===== src/rtl/ex_mem_pipe.sv =====
`default_nettype none
// ============================================================================
// ex_mem_pipe : EX->MEM pipeline register, valid/ready with 2-entry skid buffer
// Optional: STALL_COUNT_EN adds stall_cycles_out.      Rev 1.0 - initial
// ============================================================================

package ex_mem_pkg;
  typedef struct packed {
    logic       reg_write;
    logic       mem_to_reg;
    logic       mem_read;
    logic       mem_write;
    logic       branch;
    logic [1:0] alu_op;
    logic       alu_src;
  } riscv_control_t;
endpackage

module ex_mem_pipe
  import ex_mem_pkg::*;
#(
  parameter int WIDTH     = 32,
  parameter int REG_INDEX = 5
) (
  input  logic                 clk_in,
  input  logic                 rst_in,
  input  logic                 flush_in,
  input  logic                 valid_in,
  output logic                 ready_out,
  input  logic                 zero_in,
  input  riscv_control_t       ctrl_vector_in,
  input  logic [WIDTH-1:0]     alu_result_in,
  input  logic [WIDTH-1:0]     store_data_in,
  input  logic [REG_INDEX-1:0] rd_in,
  output logic                 valid_out,
  input  logic                 ready_in,
  output logic                 zero_out,
  output riscv_control_t       ctrl_vector_out,
  output logic [WIDTH-1:0]     alu_result_out,
  output logic [WIDTH-1:0]     store_data_out,
  output logic [REG_INDEX-1:0] rd_out
`ifdef STALL_COUNT_EN
  ,
  output logic [31:0]          stall_cycles_out
`endif
);

  typedef enum logic [1:0] {
    ST_EMPTY = 2'd0,
    ST_FULL  = 2'd1,
    ST_SKID  = 2'd2
  } state_t;

  typedef struct packed {
    logic                 zero;
    riscv_control_t       ctrl;
    logic [WIDTH-1:0]     alu;
    logic [WIDTH-1:0]     store;
    logic [REG_INDEX-1:0] rd;
  } entry_t;

  state_t state_q;
  entry_t m_q;
  entry_t s_q;
  logic   ready_q;
  entry_t in_entry;
  logic   m_valid;
  logic   accept;
  logic   drain;

  assign in_entry = {zero_in, ctrl_vector_in, alu_result_in, store_data_in, rd_in};
  assign m_valid  = (state_q != ST_EMPTY);
  assign accept   = valid_in & ready_q;
  assign drain    = m_valid & ready_in;

  // Flush wins over everything; a same-cycle drain is already consumed by MEM.
  always_ff @(posedge clk_in or posedge rst_in) begin
    if (rst_in) begin
      state_q <= ST_EMPTY;
      m_q     <= '0;
      s_q     <= '0;
      ready_q <= 1'b1;
    end else if (flush_in) begin
      state_q <= ST_EMPTY;
      ready_q <= 1'b1;
    end else begin
      case (state_q)
        ST_EMPTY: begin
          if (accept) begin
            m_q     <= in_entry;
            state_q <= ST_FULL;
          end
        end
        ST_FULL: begin
          if (accept && drain) begin
            m_q <= in_entry;
          end else if (drain) begin
            state_q <= ST_EMPTY;
          end else if (accept) begin
            s_q     <= in_entry;
            state_q <= ST_SKID;
            ready_q <= 1'b0;
          end
        end
        ST_SKID: begin
          if (drain) begin
            m_q     <= s_q;
            state_q <= ST_FULL;
            ready_q <= 1'b1;
          end
        end
        default: begin
          state_q <= ST_EMPTY;
          ready_q <= 1'b1;
        end
      endcase
    end
  end

  // Bubbles must not leak control bits into MEM.
  assign valid_out       = m_valid;
  assign ready_out       = ready_q;
  assign zero_out        = m_valid & m_q.zero;
  assign ctrl_vector_out = m_valid ? m_q.ctrl : '0;
  assign rd_out          = m_valid ? m_q.rd : '0;
  assign alu_result_out  = m_q.alu;
  assign store_data_out  = m_q.store;

`ifdef STALL_COUNT_EN
  logic [31:0] stall_q;

  always_ff @(posedge clk_in or posedge rst_in) begin
    if (rst_in) begin
      stall_q <= 32'd0;
    end else if (m_valid && !ready_in) begin
      stall_q <= stall_q + 32'd1;
    end
  end

  assign stall_cycles_out = stall_q;
`endif

endmodule

`default_nettype wire


===== config.mk =====
export PLATFORM = sky130hd
export DESIGN_NAME = ex_mem_pipe
export DESIGN_NICKNAME = d
export VERILOG_FILES = /design/src/rtl/ex_mem_pipe.sv
export SDC_FILE = /design/constraint.sdc
export NUM_CORES = 1
export LEC_CHECK = 0
export ABC_AREA = 1
export BUFFER_PORTS_ARGS = -buffer_cell sky130_fd_sc_hd__buf_4
export CORE_UTILIZATION = 55
export CTS_BUF_LIST = sky130_fd_sc_hd__clkbuf_16
export CTS_CLUSTER_SIZE = 14
export DETAILED_ROUTE_END_ITERATION = 10
export PLACE_DENSITY_LB_ADDON = 0.3
export SETUP_SLACK_MARGIN = 0.2
export SYNTH_ARGS = -nofsm -noshare
export SYNTH_HDL_FRONTEND = slang
export SYNTH_SLANG_ARGS = --single-unit
export TNS_END_PERCENT = 10

===== constraint.sdc =====
create_clock -name clk_in -period 14.2 [get_ports clk_in]
set_clock_uncertainty 0.1 [all_clocks]
set_input_delay 1.42 -clock clk_in [delete_from_list [all_inputs] [get_ports clk_in]]
set_output_delay 1.42 -clock clk_in [all_outputs]
set_load 0.05 [all_outputs]

# Word-level counts from Yosys, hierarchy flattened
# Cells that the tools add are included.
dict set report classes {
  n_addsub 0
  n_mul 0
  div_mod_pow 0
  order_cmp 0
  eq_ne 12
  shift 0
  muxes 19
  bitwise_logic 6
  reduce_logical 8
}
# operator count
set ops {}
lappend ops {{78-bit two-way mux} 3}
lappend ops {{78-bit case mux with 3 select lines} 1}
lappend ops {{3-bit inequality test (second input constant)} 5}
lappend ops {{5-bit AND reduction} 3}
lappend ops {{2-bit two-way mux} 6}
lappend ops {{8-bit two-way mux} 1}
lappend ops {{2-bit inequality test (second input constant)} 4}
lappend ops {{2-bit case mux with 3 select lines} 1}
lappend ops {{1-bit two-way mux} 5}
lappend ops {{5-bit two-way mux} 1}
lappend ops {{4-bit inequality test (second input constant)} 1}
lappend ops {{4-bit AND reduction} 1}
lappend ops {{1-bit AND} 3}
lappend ops {{1-bit NOT} 3}
lappend ops {{1-bit case mux with 3 select lines} 1}
lappend ops {{3-bit nonzero test} 1}
lappend ops {{2-bit by 1-bit equality test with 1-bit output (second input constant)} 1}
lappend ops {{2-bit equality test (second input constant)} 1}
lappend ops {{2-bit logical NOT} 1}
lappend ops {{2-bit nonzero test} 1}
lappend ops {{1-bit logical AND} 1}
dict set report word_totals {
  ff_bits 159
  latchBits 0
  ram_bits 0
  romBits 0
  mem_count 0
}

# Longest topological paths before layout
# Gate-level depths: netlist of run 1.
dict set report depth {
  ltp_word 6
  mapped_depth 9
  depth_no_buf 7
}

# Worst setup path before layout of run 1
# No wires, ideal clock.
dict set report synth_timing {
  kind {reg-to-output}
  start {register state_q[0]}
  end {output port ctrl_vector_out[1] (netlist bit)}
  arrival_ps 1409
  t_required_ps 12680
  path_slack_ps 11271
  stages_incl_launch_ff 5
  path_buffers 2
  path_cell_list {dfrtp_1 buf_2 nor2_2 clkbuf_1 nor2_1}
}
# element line
set synth_rtl {}
lappend synth_rtl {{start: declaration} 62} ;# state_t state_q;
lappend synth_rtl {{start signal: assignment} 79} ;# state_q <= ST_EMPTY;
lappend synth_rtl {{start signal: assignment} 84} ;# state_q <= ST_EMPTY;
lappend synth_rtl {{start signal: assignment} 91} ;# state_q <= ST_FULL;
lappend synth_rtl {{end: declaration} 38} ;# output riscv_control_t ctrl_vector_out,

# Final worst setup path of run 1
dict set report layout_timing {
  start {register state_q[1]}
  end {output port valid_out}
}
dict set report layout_between {
  elab_chain_cells 1
}
# element line
set layout_lines {}
lappend layout_lines {{2-bit nonzero test} 72} ;# assign m_valid = (state_q != ST_EMPTY);
lappend layout_lines {{end: declaration} 35} ;# output logic valid_out,
# No other way between the ends.

==> metrics.cfg, run 1 <==
[worst_setup_path]
crit_type = flop to output port
critPathArrivalTime_ns = 2.53
worst-path-max-fanout = 84
r2r_slack_ns = 10.55
critPathBufInv = 2
cp-start-kind = flop
crit_family = simple AND/OR/NAND/NOR gates
crit_chain = nor2_2 -> inv_1 -> buf_4
slowest_delay_ns = 0.84
crit_cells = 3
cp-end-kind = output port
slowest_stage = nor2_2
worstRegToRegCells = 5
required_ns = 12.68

[routing]
num_vias = 7049
routed_wl_mm = 19.3
post-route-drc-count = 0
wl_per_cell_microns = 14.8
drtIter0Drc = 668
via_per_inst = 5.40
ant_nets = 0
first_pass_iters = 5

[clock_network]
h-tree-depth = 4
cts-root-buf = clkbuf_16
clk_pin_slew_ns = 0.06
cts_tree = built
post_cts_buffers = 0
clk_path_buf_depth = 2
cts_buffers = 17
clock_latency_ns = 0.42
cts-resized-gates = 0
cts_hold_buf = 0
clock_sinks = 159

[finish]
syn_to_final_growth_pct = 15.3
utilization_pct = 66.2
diodes = 0
drive_gt1_share_pct = 17.8
final_net_count = 1195
final_cell_area_sq_um = 9330
fin_cells = 1305

[synth]
synth-adder-area-share_pct = 0
yosys_most_used_dff = dfrtp_1
syn_inst = 1065
synth-async-reset-ratio_pct = 100
synthMuxAreaShare_pct = 0
ys_seq_elements = 159
synth_edf_count = 0
synth_top_area_share_pct = 48.9
synthXorXnorAreaFrac_pct = 0
ys_types = 19
synth_compound_area_share_pct = 5.38
synth_area_leaders = dfrtp_1, nand2_1, buf_4, nand4_1, nand3_1
netlist_area_sq_um = 8090
synth.most_common_cell = nand2_1
syn_area_per_cell_sq_um = 7.60
synthTopCellsByCount = nand2_1, dfrtp_1, inv_1
synthSimpleGateAreaFrac_pct = 31.0
synth_top_family_by_area = simple AND/OR/NAND/NOR gates
ys_seq_area_share_pct = 49.2
synth_fp_nets = 1148
post-synth-top-area-cell = dfrtp_1
yosys_warnings = 0

[placement]
finalWeightedCongestion = 0.798
placed_cells = 1273
io_buffers = 162
dp.final_hpwl_mm = 11.2
placedInstanceArea_sq_um = 8820

[die]
io_pins = 163
die_y_microns = 123
rows = 43
die_w_microns = 123
dieArea_sq_um = 15200
start_util_pct = 57.4
core_sq_um = 14100

[timing]
layout_min_cycle_time_ns = 4.05
finalSetupTns_ns = 0
period_share_pct = 28.5
fmax_mhz = 247
slew_headroom_pct = 32.9
finalHoldViolations = 0
rsz0062_at_grt = false
maxSlewViolCount = 0
worst_pin_slew_ns = 1.01
setup_viol = 0

[power]
leakagePower_nw = 5.29
peakVddDrop_uv = 141
cellPowerDensity_nw_per_um2 = 227

[worst_hold_path]
hold_path.class = flop to flop
min_path_cells = 2

[grt]
grt_max_degree = 85
grt_first_pass_wirelength_mm = 32.5
overflow = 0
grt_usage_pct = 27.5
grt_antenna_before_repair = 0
grt_pass1_vias = 6801

[outcome]
status = finished clean

[job]
cap_viol_max_count = 0

[registers in the layout, indices dropped and copies added (netlist names)]
register	cells
s_q	78
alu_result_out	32
store_data_out	32
m_q	14
state_q	2
ready_out	1
[report_power, final]
part,total (mW),switching (mW),internal (mW)
registers,0.812,0.136,0.676
clock network,0.405,0.172,0.233
logic,0.899,0.637,0.261
total,2.12,0.946,1.17
[final cells by class]
cell class                      instances  area [sq um]
Fill cell                            1270          4760
Tap cell                              180           225
Clock inverter                         15          87.6
Multi-Input combinational cell        668          2980
Timing Repair Buffer                  168          1260
Clock buffer                           17           425
Inverter                               98           373
Sequential cell                       159          3980
[per-stage QoR]
step	hold WS (ns)	power, mW	setup WS, ns
global placement	0.353	1.69	10.27
floorplan	0.342	1.57	8.39
CTS	0.374	2.13	10.11
global route	0.392	2.25	9.99
finish	0.369	2.12	10.15
detailed placement	0.360	1.72	10.23
[layout by cell type, fill, tap and decap left out, drive strengths merged, types with 2 or more instances in the layout]
cell type	netlist	layout
a21oi	2	2
buf	100	168
clkbuf	40	17
clkinv	0	11
dfrtp	158	158
inv	98	101
nand2	403	403
nand3	84	84
nand4	80	80
nor2	17	17
o21ai	80	80
[layer usage]
metal  vias to the layer above  track usage (%)  wire, microns
li1                       3418                -              -
met1                      3309             36.1           8210
met2                       292             44.8           9340
met3                        30             5.17           1320
met4                         0             11.1            398
met5                         -                0              0
[kinds of logic (layout without fill, tap and decap cells)]
group / count (synthesis) / in the layout
simple gates: 584 / 584
flops: 159 / 159
buf+inv: 238 / 298
compound gates: 84 / 84
[worst min-delay path: cells and delay by family, from the launching register on]
| family | cells | cell delay, ns |
|---|---|---|
| flops | 1 | 0.34 |
| simple gates | 2 | 0.09 |
[worst paths after layout]
path	from	end
worst max-delay path	state_q[1]	valid_out
worst min-delay path	alu_result_out[29]	alu_result_out[29]
worst max register to register	state_q[1]	alu_result_out[9]
worst min register to register	alu_result_out[29]	alu_result_out[29]
max in group asynchronous	rst_in	store_data_out[27]
min in group asynchronous	rst_in	store_data_out[14]
No activity file was read; power rests on OpenSTA's default activity.
==> run 2, diff against run 1 <==
--- a/config.mk
+++ b/config.mk
@@ -7,7 +7,7 @@
 export LEC_CHECK = 0
 export ABC_AREA = 1
 export BUFFER_PORTS_ARGS = -buffer_cell sky130_fd_sc_hd__buf_4
-export CORE_UTILIZATION = 55
+export CORE_UTILIZATION = 50
 export CTS_BUF_LIST = sky130_fd_sc_hd__clkbuf_16
 export CTS_CLUSTER_SIZE = 14
 export DETAILED_ROUTE_END_ITERATION = 10
==> constraint.sdc (replaced) <==
create_clock -name clk_in -period 3.67 [get_ports clk_in]
set_clock_uncertainty 0.1 [all_clocks]
set_input_delay 0.367 -clock clk_in [delete_from_list [all_inputs] [get_ports clk_in]]
set_output_delay 0.367 -clock clk_in [all_outputs]
set_load 0.05 [all_outputs]
==> run 2 against run 1 <==
Critical path depth is 1 higher. Wire length is 2.7% higher. Count of clock-buffer cells in the layout is the same. Largest power group unchanged.
==> metrics.cfg, run 2 (synthesis gave the netlist of run 1 again) <==
[finish]
final_cell_mix = nand2_1, buf_4, dfrtp_1
largest_register = s_q
syn_to_final_growth_pct = 17.0
layout_commonest_cell = nand2_1
final_net_count = 1200
largest_reg_flops = 78
drive_gt1_share_pct = 18.4
diodes = 0
fillers = 1448

[timing]
finalHoldViolations = 0
finalSetupTns_ns = 0
period_share_pct = 68.4
setup_viol = 0
worst_pin_slew_ns = 0.953
worst_slack_ns = 1.16
slew_headroom_pct = 36.4
rsz0062_at_grt = false
maxSlewViolCount = 0
layout_min_cycle_time_ns = 2.51
fmax_mhz = 398

[clock_network]
post_cts_buffers = 0
cts_hold_buf = 0
h-tree-depth = 4
cts_tree = built
clk_path_buf_depth = 2
clock_sinks = 159
cts_buffers = 17
clock_latency_ns = 0.42
cts-resized-gates = 0
cts-root-buf = clkbuf_16
clk_pin_slew_ns = 0.06

[outcome]
status = finished clean

[routing]
ant_nets = 0
via_per_inst = 5.15
num_vias = 6927
drtIter0Drc = 554
wl_per_cell_microns = 14.7
routed_wl_mm = 19.8
first_pass_iters = 5
post-route-drc-count = 0

[die]
io_pins = 163
die_y_microns = 129
core_sq_um = 15800
start_util_pct = 51.1
dieArea_sq_um = 16700
die_w_microns = 129
rows = 46

[power]
cellPowerDensity_nw_per_um2 = 880
peakVddDrop_uv = 482
leakagePower_nw = 5.34
power_mw = 8.33

[worst_hold_path]
hold_path.class = primary input to flop

[job]
cap_viol_max_count = 0

[grt]
grt_usage_pct = 24.9
grt_pass1_vias = 6484
grt_use_met3_pct = 5.78
grt_antenna_before_repair = 0
grt_max_degree = 160
grt_use_met2_pct = 40.4
grt_first_pass_wirelength_mm = 32.5
met1_usage_pct = 33.0
busiest_layer = met2
overflow = 0

[worst_setup_path]
r2r_slack_ns = 1.16
cp-start-kind = flop
critPathArrivalTime_ns = 2.71
required_ns = 3.87
worst-path-max-fanout = 78
cp-end-kind = flop
crit_type = flop to flop

[placement]
dp.final_hpwl_mm = 11.3
finalWeightedCongestion = 0.787
io_buffers = 162
place_worst_setup_slack_ns = 1.13

run 2: path summary, 6_finish.rpt:
kind | depth (start not counted) | end | startpoint
min in group asynchronous | 3 | m_q[72] | rst_in
max | 4 | alu_result_out[2] | state_q[1]
min reg2reg | 2 | m_q[75] | m_q[75]
max in group asynchronous | 3 | state_q[1] | rst_in
max reg2reg | 4 | alu_result_out[2] | state_q[1]
min | 3 | ready_out | flush_in
run 2: layer usage:
layer | wire length (microns) | share of wire [%]
met1 | 8710 | 44
met2 | 9550 | 48
met3 | 1150 | 5.8
met4 | 364 | 1.8
met5 | 0 | 0
run 2: area by class of cell:
cell class / count / area [sq um] / area share, %
Tap cell: 216 / 270 / 2.85
Clock buffer: 17 / 425 / 4.49
Multi-Input combinational cell: 668 / 2980 / 31.4
Clock inverter: 13 / 134 / 1.41
Sequential cell: 159 / 3980 / 42.1
Inverter: 98 / 372 / 3.92
Timing Repair Buffer: 173 / 1310 / 13.8
run 2: where the power goes:
part | internal (mW) | switching (mW)
logic | 1.02 | 2.49
clock network | 1.04 | 0.673
registers | 2.62 | 0.490
total | 4.68 | 3.65
run 2: worst max-delay path: stages (launching register included):
cell	delay (ns)
dfrtp_4	0.63
nand3_4	0.46
nand3_4	0.83
nand2_1	0.27
nand2_1	0.07
run 2: per-stage QoR:
stage                     hold WS [ns]  cell area, sq um  cells  utilization, %
after global placement           0.354              8910   1314            56.3
after global routing            0.0777              9470   1344            59.8
after floorplan                  0.342              8100   1065               -
after detailed placement         0.358              8910   1314            56.3
final                           0.0835              9470   1344            59.8
after CTS                       0.0669              9470   1344            59.8
